## src/rtl/pattern_mon_pkg.sv

```systemverilog
// Shared types for the pattern event monitor slice.
//   HIT_W      : number of pattern match flags from the upstream detector
//   pm_evt_t   : one queued event, the detector word plus its match flags
//   pm_state_t : states of the consecutive-match run tracker
package pattern_mon_pkg;

  localparam int HIT_W  = 3;
  localparam int DATA_W = 8;

  typedef struct packed {
    logic [DATA_W-1:0] data;
    logic [HIT_W-1:0]  hit;
  } pm_evt_t;

  typedef enum logic [1:0] {
    IDLE  = 2'd0,
    RUN   = 2'd1,
    ALARM = 2'd2
  } pm_state_t;

endpackage

```

## src/rtl/pattern_evt_fifo.sv

```systemverilog
// Synchronous FIFO of pm_evt_t entries with a synchronous flush.
// The head entry is read straight from the storage registers, so it
// appears on head one cycle after it is pushed into an empty FIFO.
// Ports:
//   clk, rst_n : clock, asynchronous active-low reset
//   flush      : empties the FIFO; overrides push and pop this cycle
//   push       : write push_evt (accepted when not full, or full with a pop)
//   push_evt   : entry to write
//   pop        : remove head entry (ignored when empty)
//   head       : current head entry
//   full/empty : occupancy flags
module pattern_evt_fifo
  import pattern_mon_pkg::*;
#(
  parameter int DEPTH = 4
) (
  input  logic    clk,
  input  logic    rst_n,
  input  logic    flush,
  input  logic    push,
  input  pm_evt_t push_evt,
  input  logic    pop,
  output pm_evt_t head,
  output logic    full,
  output logic    empty
);

  localparam int AW = $clog2(DEPTH);

  // Pointers carry one extra wrap bit so full and empty differ.
  logic [AW:0] wr_ptr;
  logic [AW:0] rd_ptr;
  pm_evt_t     mem [DEPTH];
  logic        do_push;
  logic        do_pop;

  assign empty = (wr_ptr == rd_ptr);
  assign full  = (wr_ptr[AW] != rd_ptr[AW]) &&
                 (wr_ptr[AW-1:0] == rd_ptr[AW-1:0]);

  // A pop frees the slot being written, so a full FIFO still accepts a push.
  assign do_pop  = pop && !empty;
  assign do_push = push && (!full || do_pop);

  always_ff @(posedge clk or negedge rst_n) begin
    if (!rst_n) begin
      wr_ptr <= '0;
      rd_ptr <= '0;
    end else if (flush) begin
      wr_ptr <= '0;
      rd_ptr <= '0;
    end else begin
      if (do_push) wr_ptr <= wr_ptr + 1'b1;
      if (do_pop)  rd_ptr <= rd_ptr + 1'b1;
    end
  end

  // Storage is reset so the head reads as zero out of reset.
  always_ff @(posedge clk or negedge rst_n) begin
    if (!rst_n) begin
      for (int i = 0; i < DEPTH; i++) mem[i] <= '0;
    end else if (do_push && !flush) begin
      mem[wr_ptr[AW-1:0]] <= push_evt;
    end
  end

  assign head = mem[rd_ptr[AW-1:0]];

endmodule

```

## src/rtl/pattern_event_monitor.sv

```systemverilog
// Monitor stage behind the wildcard pattern detector. Counts hits per
// pattern with saturation, queues matching words for a downstream
// consumer, and raises an alarm after RUN_THRESH consecutive matching
// valid samples.
// Ports:
//   clk, rst_n           : clock, asynchronous active-low reset
//   in_valid/data/hit    : detector sample; hit = {p3, p2, p1}
//   clear                : synchronous flush of all state; beats any sample
//   evt_valid/ready      : head-of-queue handshake
//   evt_data/evt_hit     : head entry
//   cnt1..cnt3           : saturating per-pattern hit counts
//   run_alarm            : high while the run tracker is in ALARM
//   overflow             : sticky; an event was dropped on a full queue
module pattern_event_monitor
  import pattern_mon_pkg::*;
#(
  parameter int DEPTH      = 4,
  parameter int CNT_W      = 16,
  parameter int RUN_THRESH = 3
) (
  input  logic             clk,
  input  logic             rst_n,
  input  logic             in_valid,
  input  logic [7:0]       in_data,
  input  logic [2:0]       in_hit,
  input  logic             clear,
  output logic             evt_valid,
  input  logic             evt_ready,
  output logic [7:0]       evt_data,
  output logic [2:0]       evt_hit,
  output logic [CNT_W-1:0] cnt1,
  output logic [CNT_W-1:0] cnt2,
  output logic [CNT_W-1:0] cnt3,
  output logic             run_alarm,
  output logic             overflow
);

  localparam int RL_W = (RUN_THRESH < 2) ? 1 : $clog2(RUN_THRESH + 1);
  localparam logic [RL_W-1:0] THRESH_M1 = RL_W'(RUN_THRESH - 1);

  function automatic logic [CNT_W-1:0] sat_inc(input logic [CNT_W-1:0] c);
    return (&c) ? c : c + 1'b1;
  endfunction

  logic      accepted;
  logic      is_hit;
  logic      push_req;
  logic      pop_req;
  logic      fifo_full;
  logic      fifo_empty;
  pm_evt_t   push_evt;
  pm_evt_t   head;
  pm_state_t state, state_n;
  logic [RL_W-1:0] run_len, run_len_n;

  assign accepted = in_valid && !clear;
  assign is_hit   = |in_hit;
  assign push_req = accepted && is_hit;
  assign pop_req  = evt_valid && evt_ready && !clear;

  assign push_evt.data = in_data;
  assign push_evt.hit  = in_hit;

  pattern_evt_fifo #(
    .DEPTH (DEPTH)
  ) u_fifo (
    .clk      (clk),
    .rst_n    (rst_n),
    .flush    (clear),
    .push     (push_req),
    .push_evt (push_evt),
    .pop      (pop_req),
    .head     (head),
    .full     (fifo_full),
    .empty    (fifo_empty)
  );

  assign evt_valid = !fifo_empty;
  assign evt_data  = head.data;
  assign evt_hit   = head.hit;

  always_ff @(posedge clk or negedge rst_n) begin
    if (!rst_n) begin
      cnt1 <= '0;
      cnt2 <= '0;
      cnt3 <= '0;
    end else if (clear) begin
      cnt1 <= '0;
      cnt2 <= '0;
      cnt3 <= '0;
    end else if (accepted) begin
      if (in_hit[0]) cnt1 <= sat_inc(cnt1);
      if (in_hit[1]) cnt2 <= sat_inc(cnt2);
      if (in_hit[2]) cnt3 <= sat_inc(cnt3);
    end
  end

  // A drop only happens when the queue is full and nothing leaves it.
  always_ff @(posedge clk or negedge rst_n) begin
    if (!rst_n) begin
      overflow <= 1'b0;
    end else if (clear) begin
      overflow <= 1'b0;
    end else if (push_req && fifo_full && !pop_req) begin
      overflow <= 1'b1;
    end
  end

  always_ff @(posedge clk or negedge rst_n) begin
    if (!rst_n) begin
      state   <= IDLE;
      run_len <= '0;
    end else begin
      state   <= state_n;
      run_len <= run_len_n;
    end
  end

  // Run tracker only moves on accepted samples; run_len freezes in ALARM.
  always_comb begin
    state_n   = state;
    run_len_n = run_len;
    if (clear) begin
      state_n   = IDLE;
      run_len_n = '0;
    end else if (in_valid) begin
      case (state)
        IDLE: begin
          if (is_hit) begin
            run_len_n = RL_W'(1);
            state_n   = (RUN_THRESH == 1) ? ALARM : RUN;
          end
        end
        RUN: begin
          if (is_hit) begin
            run_len_n = run_len + 1'b1;
            if (run_len == THRESH_M1) state_n = ALARM;
          end else begin
            state_n   = IDLE;
            run_len_n = '0;
          end
        end
        ALARM: begin
          if (!is_hit) begin
            state_n   = IDLE;
            run_len_n = '0;
          end
        end
        default: begin
          state_n   = IDLE;
          run_len_n = '0;
        end
      endcase
    end
  end

  assign run_alarm = (state == ALARM);

endmodule

```

## config.mk

```make
export PLATFORM = sky130hd
export DESIGN_NAME = pattern_event_monitor
export DESIGN_NICKNAME = d
export VERILOG_FILES = /design/src/rtl/pattern_mon_pkg.sv /design/src/rtl/pattern_evt_fifo.sv /design/src/rtl/pattern_event_monitor.sv
export SDC_FILE = /design/constraint.sdc
export NUM_CORES = 1
export LEC_CHECK = 0
export BUFFER_PORTS_ARGS = -buffer_cell sky130_fd_sc_hd__buf_2
export CORE_ASPECT_RATIO = 1.1
export CORE_MARGIN = 8
export CORE_UTILIZATION = 30
export CTS_CLUSTER_SIZE = 10
export DETAILED_ROUTE_END_ITERATION = 6
export PLACE_DENSITY = 0.51
export SETUP_SLACK_MARGIN = 0.15
export SLEW_MARGIN = 15
export SYNTH_ARGS = -nofsm -noshare
export SYNTH_HDL_FRONTEND = slang
export SYNTH_SLANG_ARGS = --single-unit
export TNS_END_PERCENT = 5
```

## constraint.sdc

```tcl
create_clock -name clk -period 3.4 [get_ports clk]
set_clock_uncertainty 0.05 [all_clocks]
set_input_delay 0.34 -clock clk [delete_from_list [all_inputs] [get_ports clk]]
set_output_delay 0.34 -clock clk [all_outputs]
set_load 0.01 [all_outputs]
```

==> results of run 1 <==
-- Yosys cell counts, types with 2 or more instances --
cell type / number / area share [%]
sky130_fd_sc_hd__dfrtp_1: 103 / 47
sky130_fd_sc_hd__mux2_2: 64 / 13
sky130_fd_sc_hd__a21oi_1: 35 / 3.2
sky130_fd_sc_hd__nor2_1: 34 / 2.3
sky130_fd_sc_hd__nand2_1: 26 / 1.8
sky130_fd_sc_hd__nor2b_1: 20 / 2.3
sky130_fd_sc_hd__nand3_1: 16 / 1.5
sky130_fd_sc_hd__nand4_1: 15 / 1.7
sky130_fd_sc_hd__o31ai_1: 14 / 1.9
sky130_fd_sc_hd__clkbuf_1: 13 / 0.90
sky130_fd_sc_hd__or4_1: 13 / 1.8
sky130_fd_sc_hd__mux4_2: 11 / 4.6
sky130_fd_sc_hd__nor4_1: 11 / 1.3
sky130_fd_sc_hd__inv_1: 10 / 0.69
sky130_fd_sc_hd__ha_1: 9 / 2.1
sky130_fd_sc_hd__and3_1: 8 / 0.92
sky130_fd_sc_hd__buf_2: 8 / 0.74
sky130_fd_sc_hd__o21ai_0: 8 / 0.74
sky130_fd_sc_hd__nor3_1: 7 / 0.64
sky130_fd_sc_hd__or3_1: 6 / 0.69
sky130_fd_sc_hd__mux2i_1: 5 / 0.92
sky130_fd_sc_hd__nor3b_1: 4 / 0.55
sky130_fd_sc_hd__xor2_1: 4 / 0.64
sky130_fd_sc_hd__a211oi_1: 3 / 0.41
sky130_fd_sc_hd__a311oi_1: 3 / 0.48
sky130_fd_sc_hd__a31oi_1: 3 / 0.34
sky130_fd_sc_hd__and4_1: 3 / 0.48
sky130_fd_sc_hd__o311ai_0: 3 / 0.48
sky130_fd_sc_hd__a41oi_1: 2 / 0.32
sky130_fd_sc_hd__buf_4: 2 / 0.28
sky130_fd_sc_hd__nand2b_1: 2 / 0.23
sky130_fd_sc_hd__nor4b_1: 2 / 0.32
sky130_fd_sc_hd__o31a_1: 2 / 0.32
sky130_fd_sc_hd__o41ai_1: 2 / 0.32
sky130_fd_sc_hd__xnor2_1: 2 / 0.32
-- report_power, final --
part           internal [W]  total, W  switching, W
Combinational      0.000325  0.000608      0.000283
Clock              0.000522   0.00105      0.000524
Sequential          0.00140   0.00149     0.0000978
-- registers in the layout (all words and copies together) (netlist names) --
signal and flops:
run_len 2, cnt3 16, u_fifo.wr_ptr 3, overflow 1, cnt1 16, cnt2 16
state 2, u_fifo.rd_ptr 3, u_fifo.mem 44
-- critical path, stage by stage, from the launching register on --
cell	delay, ns
sky130_fd_sc_hd__dfrtp_1	0.43
sky130_fd_sc_hd__xor2_1	0.43
sky130_fd_sc_hd__o41ai_4	0.22
sky130_fd_sc_hd__nor3b_2	0.87
sky130_fd_sc_hd__mux2_2	0.42
-- placed cells by master (no fill, tap or decap), types with 3 or more instances in the layout --
master	count
sky130_fd_sc_hd__nor3b_2	3
sky130_fd_sc_hd__buf_2	76
sky130_fd_sc_hd__a21oi_1	35
sky130_fd_sc_hd__and4_1	3
sky130_fd_sc_hd__mux2_2	64
sky130_fd_sc_hd__a311oi_1	3
sky130_fd_sc_hd__clkbuf_16	9
sky130_fd_sc_hd__or3_1	6
sky130_fd_sc_hd__a211oi_1	3
sky130_fd_sc_hd__mux4_2	11
sky130_fd_sc_hd__or4_1	13
sky130_fd_sc_hd__nand2_1	26
sky130_fd_sc_hd__dfrtp_1	103
sky130_fd_sc_hd__nor2_1	34
sky130_fd_sc_hd__xor2_1	4
sky130_fd_sc_hd__and3_1	8
sky130_fd_sc_hd__inv_8	3
sky130_fd_sc_hd__inv_1	10
sky130_fd_sc_hd__nand4_1	15
sky130_fd_sc_hd__a31oi_1	3
sky130_fd_sc_hd__nor3_1	7
sky130_fd_sc_hd__ha_1	9
sky130_fd_sc_hd__nor2b_1	20
sky130_fd_sc_hd__nand3_1	16
sky130_fd_sc_hd__o311ai_0	3
sky130_fd_sc_hd__o31ai_1	14
sky130_fd_sc_hd__o21ai_0	8
sky130_fd_sc_hd__buf_4	9
sky130_fd_sc_hd__mux2i_1	5
sky130_fd_sc_hd__nor4_1	11
-- logic make-up after synthesis --
group           share of synthesized area [%]
simple gates                             18.2
flops                                    47.4
compound gates                           9.77
mux                                      18.7
buf+inv                                  2.67
fa+ha+maj                                2.07
xor+xnor                                 1.26
-- cell type report --
cell class | count | share of cell area, %
Sequential cell | 103 | 40.2
Tap cell | 238 | 4.64
Clock buffer | 9 | 3.51
Multi-Input combinational cell | 353 | 42.6
Timing Repair Buffer | 86 | 7.30
Clock inverter | 7 | 1.13
Inverter | 11 | 0.644
-- routing by layer --
layer	vias up	part of all wire [%]	GRT usage, %
met4	0	1.2	4.66
met1	2097	46	15.7
met3	11	5.1	2.73
met2	78	48	19.7
li1	1999	-	-
met5	-	0	0
-- stage by stage --
stage	utilization (%)	hold slack, ns	worst slack (ns)	cell area, µm²	std cells
4_1_cts	36.1	0.00329	0.797	6410	807
2_1_floorplan	-	-0.00559	1.38	5440	490
6_report	36.1	-0.0137	0.861	6410	807
3_3_place_gp	34.5	0.387	0.943	6110	791
3_5_place_dp	34.5	0.393	0.815	6110	791
5_1_grt	36.1	0.0357	0.664	6410	807
-- worst paths after layout --
check                                  from          endpoint  slack, ns
max in group asynchronous             rst_n    u_fifo.mem[34]       2.58
min in group clk                      clear  u_fifo.rd_ptr[1]       0.21
max                        u_fifo.wr_ptr[1]    u_fifo.mem[20]       0.86
min                                   rst_n          cnt1[14]      -0.01
max reg2reg                u_fifo.wr_ptr[1]    u_fifo.mem[20]       0.86
min reg2reg                  u_fifo.mem[18]    u_fifo.mem[18]       0.46
==> flow_summary.toml, run 1 <==
[timing]
slew-limit-headroom_pct = 29.7
hold_violations = 36
final-setup-viol-count = 0
hold_slack_ns = -0.0137
period_utilization_post_route_pct = 74.7
tightestPinTransition_ns = 1.05
maxClockFrequency_mhz = 394
drv_slew = 0
unrepaired_setup_endpoints_after_global_routing = "no"
layout_min_cycle_time_ns = 2.54
timing.setup.tns_ns = 0

[critical_path]
start_kind = "flip-flop"
critical_path_class = "reg2reg"
worstPathArrival_ns = 2.73
worst_setup_path_end_kind = "flip-flop"
ff2ff_path_depth = 4
critical_path.max_fanout = 11
required_time_of_the_critical_path_ns = 3.59

[yosys]
synth-edff-count = 0
synthesis.nets = 515
synth-seq-cells = 103
synth.yosys.seq_area_share_pct = 47.4
netlist_area_um2 = 5440
synth.distinct_cells = 52
syn_area_per_cell_um2 = 11.1
ys_warn_count = 0
postSynth.asyncResetShare_pct = 100
synth-main-ff-cell = "sky130_fd_sc_hd__dfrtp_1"
post_synth_inst_count = 490

[global_route]
first_pass_grt_wire_length_um = 21900
antenna_violations_before_repair = 0
number_of_global_route_vias_before_repair = 4227
grt_remaining_overflow = 0
grt_max_degree = 79
grt_usage_pct = 12.3

[final_layout]
num-nets-final = 589
final.fill_count = 1797
n_antenna_cell = 0
ff_latch_area_um2 = 2580
multi_input_area_um2 = 2730
area_delta_synth_final_pct = 17.8
layout-drive-gt1-share_pct = 33.4

[placed_design]
placer_congestion = 0.744
detailed_place_hpwl_um = 9450
port_buffers = 77

[clocking]
cts.sink_count = 103
ctsResizeCount = 0
tritoncts = "yes"
insertion_delay_ns = 0.35
cts_htree_levels = 3
cts.reportedPaths.clkPinSlew_ns = 0.08
postCtsSetupRepairBufs = 0
cts_max_path_buffers = 2
post_cts_hold_buffer_count = 0
clock-root-buffer = "sky130_fd_sc_hd__clkbuf_16"
cts_made_buffers = 9

[floorplanning]
core_region_area_um2 = 17700
floorplan.die.width_um = 144
die-area_um2 = 22700
boundaryPins = 78
floorplan.initialDensity_pct = 30.7
num_rows = 51
die-height_um = 157

[route]
detail_route.wl_per_cell_um = 16.6
first_pass_drt_iterations = 5
postRouteWirelength_um = 13400
drt_iter0_markers = 171
drt_drc_violations_left = 0
antenna_left = 0
vias = 4185
detail_route.vias_per_cell = 5.19

[outcome]
outcome = "finished, violations left"
failed_checks = "negative hold slack"

[pwr]
power.density_cell_area_nw_per_um2 = 491
total_power_w = 0.00315
max-vdd-ir-drop_v = 0.000281
leakage_nw = 2.80

[hold_path]
worst_hold_path_type = "in2async"

[run]
cap_violations = 0
No activity file was read; power rests on OpenSTA's default activity.
==> run 2: changes to the inputs <==
Settings changed: PLACE_DENSITY 0.51 to 0.53.
Clock period 3.4 ns to 2 ns, I/O delays scaled along.
==> run 2 against run 1 <==
The run now ends clean. Hold slack gained 0.083 ns. Clock power up 63%. Sequential share of layout area fell by 2.9 points. Cell area up 7.9%. Non-clock buffer count grew 48. Critical endpoint is now u_fifo.mem[37]. Register-to-register slack got worse by 0.80 ns. Critical path depth rose by 2. Count of clock-buffer cells in the layout stayed put. Total power grew 72%.
==> flow_summary.toml, run 2 (synthesis results as in run 1) <==
[critical_path]
critical_path.top_delay_family = "flip-flops"
critical_path.max_fanout = 6
path_buf_inv = 2
crit_path_cell_trace = "xnor2_2 > o41ai_4 > buf_6 > nor3b_4 > buf_4 > mux2_2"
slowest_cell_on_crit_path = "sky130_fd_sc_hd__dfrtp_2"
setup.reg_to_reg.worst_slack_ns = 0.06
worst_setup_path_end_kind = "flip-flop"
worst_path_largest_cell_delay_ns = 0.44
worstPathArrival_ns = 2.13
start_kind = "flip-flop"
required_time_of_the_critical_path_ns = 2.19
critical_path_class = "reg2reg"

[clocking]
insertion_delay_ns = 0.36
cts_made_buffers = 9
cts_htree_levels = 3
cts.sink_count = 103
tritoncts = "yes"
clock-root-buffer = "sky130_fd_sc_hd__clkbuf_16"
cts_max_path_buffers = 2
cts.reportedPaths.clkPinSlew_ns = 0.08

[timing]
final-setup-viol-count = 0
period_utilization_post_route_pct = 96.8
maxClockFrequency_mhz = 516
hold_slack_ns = 0.0689
slew-limit-headroom_pct = 67.0
hold_violations = 0
tightestPinTransition_ns = 0.492
layout_min_cycle_time_ns = 1.94
timing.setup.tns_ns = 0
drv_slew = 0
unrepaired_setup_endpoints_after_global_routing = "yes"

[floorplanning]
core_region_area_um2 = 17700
floorplan.initialDensity_pct = 30.7
boundaryPins = 78
num_rows = 51
die-area_um2 = 22700
die-height_um = 157
floorplan.die.width_um = 144

[global_route]
grt_remaining_overflow = 0
grt_usage_pct = 12.8
first_pass_grt_wire_length_um = 23100
antenna_violations_before_repair = 1
grt_max_degree = 49
number_of_global_route_vias_before_repair = 4532

[route]
detail_route.vias_per_cell = 5.15
postRouteWirelength_um = 14400
first_pass_drt_iterations = 4
drt_iter0_markers = 203
vias = 4401
antenna_left = 0
drt_drc_violations_left = 0
detail_route.wl_per_cell_um = 16.9

[final_layout]
layout-drive-gt1-share_pct = 41.5
most_common_cell_after_layout_fill_and_taps_aside = "sky130_fd_sc_hd__dfrtp_1"
layout_common_cells = "sky130_fd_sc_hd__dfrtp_1, sky130_fd_sc_hd__buf_2, sky130_fd_sc_hd__mux2_2"
flip_flop_count_of_the_largest_register_all_copies_and_words_added = 44
multi_input_area_um2 = 2830
n_antenna_cell = 0
area_delta_synth_final_pct = 27.1
final.fill_count = 1806
num-nets-final = 637
largest-register = "u_fifo.mem"
ff_latch_area_um2 = 2580

[outcome]
outcome = "completed"

[pwr]
leakage_nw = 3.05
max-vdd-ir-drop_v = 0.000533
power.density_cell_area_nw_per_um2 = 782

[hold_path]
worst_hold_path_type = "in2reg"

[placed_design]
port_buffers = 77
placer_congestion = 0.787
detailed_place_hpwl_um = 9970

[run]
cap_violations = 0
[run 2: path summary, 6_finish.rpt]
| check | startpoint | endpoint | cells past startpoint |
|---|---|---|---|
| worst min-delay path | in_data[6] | u_fifo.mem[20] | 2 |
| max in group asynchronous | rst_n | u_fifo.rd_ptr[0] | 3 |
| min in group asynchronous | rst_n | cnt1[9] | 2 |
| worst max register to register | u_fifo.wr_ptr[2] | u_fifo.mem[37] | 6 |
| worst max-delay path | u_fifo.wr_ptr[2] | u_fifo.mem[37] | 6 |
| worst min register to register | overflow | overflow | 2 |
[run 2: area by class of cell]
class | instances | share of cell area [%]
Timing Repair Buffer | 134 | 12.7
Sequential cell | 103 | 37.3
Clock buffer | 9 | 3.25
Clock inverter | 7 | 0.868
Multi-Input combinational cell | 353 | 40.9
Tap cell | 238 | 4.30
Inverter | 11 | 0.597
[run 2: power by group]
part	switching (W)	leakage [nW]	internal [W]	total, W
registers	0.000160	1.36	0.00238	0.00254
logic	0.000522	1.55	0.000637	0.00116
clock network	0.000845	0.143	0.000870	0.00171
total	0.00153	3.05	0.00388	0.00541
[run 2: stage by stage]
stage | cell area (µm²) | utilization, % | setup WS, ns | total power (W) | cells
6_report | 6920 | 39.0 | 0.0635 | 0.00541 | 855
3_5_place_dp | 6420 | 36.2 | 0.0124 | 0.00367 | 826
2_1_floorplan | 5470 | - | 0.0802 | 0.00325 | 490
3_3_place_gp | 6420 | 36.2 | 0.0442 | 0.00362 | 826
4_1_cts | 6790 | 38.3 | 0.0762 | 0.00548 | 849
5_1_grt | 6920 | 39.0 | -0.00295 | 0.00572 | 855
[run 2: repair_timing]
item | 4_1_cts | 5_1_grt
pin swaps | 4 | 4
endpoints found under the setup margin | 58 | 82
gates cloned | 0 | 3
hold buffers | 1 | 0
hold endpoints to repair | 87 | 0
setup buffers | 6 | 3
gates resized for setup | 6 | 30
[run 2: per-layer routing]
layer | track usage [%] | vias to the layer above | routed length (µm)
li1 | - | 2090 | -
met1 | 15.6 | 2176 | 6240
met2 | 21.3 | 116 | 6990
met3 | 3.79 | 17 | 1050
met4 | 3.72 | 2 | 165
met5 | 0 | - | 8
